File: src/rtl/bus_arbiter_mux.sv
// bus_arbiter_mux: selects one of NUM_SRC sources onto a registered bus word,
// either by control-unit forced select or round-robin arbitration, with a
// valid/ready output handshake.
// Optional macro BUS_HIZ_EN: bus_data floats (all z) whenever no valid word is held.
module bus_arbiter_mux #(
    parameter int unsigned DATA_W  = 8,
    parameter int unsigned NUM_SRC = 5,
    parameter int unsigned SEL_W   = 3
) (
    input  logic                      clk,
    input  logic                      reset_n,
    input  logic [NUM_SRC-1:0]        src_req,
    input  logic [NUM_SRC*DATA_W-1:0] src_data,
    output logic [NUM_SRC-1:0]        src_gnt,
    input  logic                      force_sel_valid,
    input  logic [SEL_W-1:0]          force_sel,
    output logic [DATA_W-1:0]         bus_data,
    output logic                      bus_valid,
    input  logic                      bus_ready,
    output logic [SEL_W-1:0]          bus_src,
    output logic                      sel_err
);

    localparam int unsigned PAD = 1 << SEL_W;
    localparam logic [SEL_W-1:0] LAST_IDX = SEL_W'(NUM_SRC - 1);

    typedef enum logic {EMPTY, FULL} state_t;

    state_t              state;
    state_t              state_next;
    logic [DATA_W-1:0]   data_q;
    logic [SEL_W-1:0]    last_gnt;
    logic [PAD-1:0]      req_pad;
    logic                load;
    logic                force_in_range;
    logic                force_ok;
    logic                arb_found;
    logic [SEL_W-1:0]    arb_idx;
    logic [SEL_W-1:0]    cand;
    logic                grant;
    logic [SEL_W-1:0]    win_idx;
    logic [DATA_W-1:0]   win_data;

    // Requests padded to the full index range so any SEL_W index is safe.
    assign req_pad        = PAD'(src_req);
    assign load           = (state == EMPTY) || bus_ready;
    assign force_in_range = 32'(force_sel) < NUM_SRC;
    assign force_ok       = force_in_range && req_pad[force_sel];
    assign bus_valid      = (state == FULL);

    // Round-robin search starting one past the last arbitrated winner.
    always_comb begin
        arb_found = 1'b0;
        arb_idx   = '0;
        cand      = last_gnt;
        for (int unsigned i = 0; i < NUM_SRC; i++) begin
            cand = (cand == LAST_IDX) ? '0 : cand + SEL_W'(1);
            if (!arb_found && req_pad[cand]) begin
                arb_found = 1'b1;
                arb_idx   = cand;
            end
        end
    end

    // Winner selection, one-hot grant and winner data mux.
    always_comb begin
        grant    = reset_n && load && (force_sel_valid ? force_ok : arb_found);
        win_idx  = force_sel_valid ? force_sel : arb_idx;
        win_data = '0;
        src_gnt  = '0;
        for (int unsigned j = 0; j < NUM_SRC; j++) begin
            if (win_idx == SEL_W'(j)) begin
                win_data   = src_data[j*DATA_W +: DATA_W];
                src_gnt[j] = grant;
            end
        end
    end

    // Output register occupancy: fills on grant, drains on ready without grant.
    always_comb begin
        state_next = state;
        if (load) begin
            state_next = grant ? FULL : EMPTY;
        end
    end

    // State register.
    always_ff @(posedge clk) begin
        if (!reset_n) begin
            state <= EMPTY;
        end else begin
            state <= state_next;
        end
    end

    // Bus word, source index, round-robin pointer and sticky select error.
    always_ff @(posedge clk) begin
        if (!reset_n) begin
            data_q   <= '0;
            bus_src  <= '0;
            last_gnt <= LAST_IDX;
            sel_err  <= 1'b0;
        end else begin
            if (grant) begin
                data_q  <= win_data;
                bus_src <= win_idx;
                if (!force_sel_valid) begin
                    last_gnt <= win_idx;
                end
            end
            if (force_sel_valid && !force_in_range) begin
                sel_err <= 1'b1;
            end
        end
    end

`ifdef BUS_HIZ_EN
    assign bus_data = (reset_n && bus_valid) ? data_q : 'z;
`else
    assign bus_data = data_q;
`endif

endmodule

File: config.mk
export PLATFORM = sky130hd
export DESIGN_NAME = bus_arbiter_mux
export DESIGN_NICKNAME = d
export VERILOG_FILES = /design/src/rtl/bus_arbiter_mux.sv
export SDC_FILE = /design/constraint.sdc
export NUM_CORES = 1
export LEC_CHECK = 0
export ABC_CLOCK_PERIOD_IN_PS = 12750
export CORE_UTILIZATION = 53
export CTS_BUF_LIST = sky130_fd_sc_hd__clkbuf_4
export CTS_CLUSTER_DIAMETER = 60
export CTS_CLUSTER_SIZE = 30
export DETAILED_ROUTE_END_ITERATION = 8
export GPL_ROUTABILITY_DRIVEN = 1
export MAX_ROUTING_LAYER = met4
export PLACE_DENSITY = 0.94
export SYNTH_ARGS = -nofsm -noshare
export SYNTH_HDL_FRONTEND = slang
export SYNTH_SLANG_ARGS = --single-unit
File: constraint.sdc
create_clock -name clk -period 12.75 [get_ports clk]
set_input_delay 1.9125 -clock clk [delete_from_list [all_inputs] [get_ports clk]]
set_output_delay 1.9125 -clock clk [all_outputs]
set_load 0.02 [all_outputs]
==> impl_metrics.yaml <==
drt:
  first_iter_violations: 301
  vias: 2623
  routed_wl_um: 6910
  routedWlPerCell_um: 16.6
  drt.antenna.violating_nets: 0
  route.detailed.drc: 0
  vias_per_cell: 6.31
  dr.pass1.iters: 6
finish:
  finalNonFillerCells: 416
  syn_to_final_growth_pct: 30.3
  finalInstanceArea_um2: 2950
  final_common_cell: "clkdlybuf4s50_1"
  num-nets-final: 423
  layout_common_cells: "69 x clkdlybuf4s50_1, 30 x nand2_1, 26 x nor2_1"
  diodes: 0
  fill_cells: 333
  drive_above_1_share: 0.0902
  final_core_util: 0.726
critical_path:
  rr_startpoint: "last_gnt[0]"
  start_kind: "primary input"
  cp_cell_sequence: "clkdlybuf4s50_1 -> or3b_2 -> a21oi_1 -> o31ai_1 -> a311o_1 -> a211o_4 -> a211oi_4 -> o21ai_1 -> a221oi_2 -> a21o_2 -> nor3b_1 -> clkdlybuf4s50_1"
  crit_top_cell: "clkdlybuf4s50_1"
  path_class: "in -> out"
  crit_fanout: 21
  crit_start: "src_req[3]"
  timing.critical_path.slowest_stage_cell: "clkdlybuf4s50_1"
  cp.arrival_ns: 6.07
  endpoint_kind: "primary output"
  slowest_delay_ns: 0.63
  cp.required_ns: 10.84
timing:
  finalHoldViolCount: 0
  rsz0062_at_grt: "no"
  fin_crit_sh: 0.626
  worst_slew_pin_slew_ns: 0.877
  fin_skew_ns: 0.00556
  period_needed_ns: 7.98
  relSlewSlack: 0.415
  setup_viol: 0
  tns_ns: 0
  clock.fmax_ghz: 0.125
  drv_slew: 0
synth:
  synth_flop_cell: "dfxtp_1"
  synth_compound_area_frac: 0.375
  synth_mux_area_frac: 0.104
  synth-edff-count: 0
  syn_area_um2: 2260
  yosysWarningCount: 0
  synthXorXnorAreaFrac: 0.0155
  synth-adder-area-share: 0.0221
  synth_top_family_by_area: "compound AO/OA/AOI/OAI gates"
  synth_async_sr_flop_share: 0
  ys_ff_latch: 16
  seq_area_frac_synth: 0.142
  synthSimpleGateAreaFrac: 0.249
  synth_nets: 366
  synth.distinct_cells: 61
  syn_avg_cell_area_um2: 7.30
  synthCells: 310
global_route:
  grt_pass1_vias: 2322
  grt_max_degree: 30
  grt_pass1_wl_um: 10700
  gr-total-overflow: 0
  track_usage: 0.322
  antenna_found_initial: 0
floorplanning:
  die_x_um: 67.3
  dieHeight_um: 67.3
  start_util: 0.558
  core_um2: 4060
  design.portCount: 70
  num_rows: 23
  dieArea_um2: 4530
power_and_ir_drop:
  powerDensity_nw_per_um2: 165
  ir_worst_vdd_mv: 0.114
  leakage_nw: 1.14
  combPwrFrac: 0.796
  internal_power_uw: 234
  pwr-share-clk: 0.060
  p_sw_frac: 0.518
  p_sw_uw: 252
  seqPwrFrac: 0.144
clocking:
  postCtsSetupRepairBufs: 0
  htree_levels: 1
  path_clk_slew_ns: 0.09
  insertion_delay_ns: 0.30
  cts_root_buf: "clkbuf_4"
  cts-hold-fix-buffers: 0
  cts_sinks: 16
  ctsLongestPathBuffers: 2
  cts_buffers: 3
  cts_resized: 0
  cts_tree: "yes"
placement:
  place.gp.congestion: 1.03
  placed_cell_area_um2: 2920
  portBuffers: 69
  dp_hpwl_um: 5480
  dp.cells: 412
job:
  cap_violations: 0
min_path:
  hold_start: "bus_src[1]"
  hp-class: "reg -> reg"
run_status:
  run_status: "finished, final reports clean"
[kinds of logic (layout without fill, tap and decap cells)]
kind of cell	Yosys count	count (layout)
AND/OR/NAND/NOR	110	110
buffers and inverters	42	98
multiplexers	22	22
adder cells (fa/ha/maj)	4	4
flip-flops	16	16
XOR/XNOR	4	4
AO/OA/AOI/OAI	112	112
[per-layer routing]
metal  GRT usage  part of all wire
met2       0.561              0.48
met3      0.0490             0.085
met1       0.385              0.41
met4      0.0798             0.022
met5           -                 0
[cell usage after synthesis, types with 2 or more instances]
| library cell | n | area share |
|---|---|---|
| a21oi_1 | 16 | 0.035 |
| nor2_1 | 26 | 0.043 |
| nor2b_1 | 7 | 0.019 |
| dfxtp_1 | 16 | 0.14 |
| and2_1 | 12 | 0.033 |
| and3_1 | 4 | 0.011 |
| a31o_2 | 9 | 0.035 |
| ha_1 | 4 | 0.022 |
| a31oi_1 | 10 | 0.028 |
| o21a_1 | 3 | 0.010 |
| nand3_1 | 4 | 0.0088 |
| xnor2_1 | 3 | 0.012 |
| buf_6 | 5 | 0.025 |
| a22oi_1 | 2 | 0.0066 |
| nor3_1 | 5 | 0.011 |
| o22a_1 | 2 | 0.0077 |
| nor3b_1 | 5 | 0.017 |
| nand2_1 | 30 | 0.050 |
| or2_1 | 2 | 0.0055 |
| o31ai_1 | 3 | 0.010 |
| mux2_2 | 2 | 0.010 |
| mux2i_1 | 19 | 0.084 |
| a221oi_2 | 2 | 0.013 |
| a311oi_1 | 9 | 0.035 |
| buf_2 | 11 | 0.024 |
| a21o_1 | 2 | 0.0066 |
| or3_1 | 3 | 0.0083 |
| o21ai_0 | 19 | 0.042 |
| o311a_1 | 2 | 0.0088 |
| o221a_2 | 2 | 0.010 |
| o21ai_1 | 2 | 0.0044 |
| inv_1 | 22 | 0.037 |
| a311o_1 | 3 | 0.013 |
| nand2b_1 | 5 | 0.014 |
| a211oi_1 | 6 | 0.020 |
| o211ai_1 | 2 | 0.0066 |
| clkbuf_1 | 4 | 0.0066 |
| a21boi_0 | 4 | 0.013 |
[critical path, delay by kind of cell]
family | cells | cell delay [ns]
simple gates | 2 | 0.73
compound gates | 8 | 2.26
buf+inv | 2 | 1.15
[sequential cells by signal, summed over array words and instances (netlist names)]
name	count
bus_data	8
bus_src	3
last_gnt	3
bus_valid	1
sel_err	1
[metrics by stage]
step	hold slack [ns]	setup WS [ns]	power [mW]
floorplan	0.529	5.97	0.369
global route	0.493	4.52	0.522
finish	0.462	4.77	0.486
CTS	0.464	4.80	0.478
detailed placement	0.452	4.83	0.449
global placement	0.449	4.96	0.444
[power groups by stage]
| stage | combinational (mW) | clock (mW) | sequential [mW] |
|---|---|---|---|
| 4_1_cts | 0.379 | 0.0289 | 0.0698 |
| 2_1_floorplan | 0.296 | 0 | 0.0735 |
| 3_5_place_dp | 0.378 | 0 | 0.0710 |
| 5_1_grt | 0.419 | 0.0317 | 0.0714 |
| 3_3_place_gp | 0.373 | 0 | 0.0705 |
| 6_report | 0.387 | 0.0290 | 0.0701 |
[final timing paths]
path	to	slack, ns	cells after the start
max reg2reg	bus_data[4]	7.60	13
min reg2reg	bus_src[1]	0.46	2
min	bus_src[1]	0.46	2
max	src_gnt[3]	4.77	12
[cell type report]
type | count | area (um^2) | share of cell area
multi-input cells | 252 | 1740 | 0.591
repair buffers | 72 | 713 | 0.242
flip-flops and latches | 16 | 320 | 0.109
inverters | 22 | 82.6 | 0.0280
well taps | 50 | 62.6 | 0.0212
clock buffers | 3 | 22.5 | 0.00764
clock inverters | 1 | 3.75 | 0.00127
(Power assumes the default switching activity.)
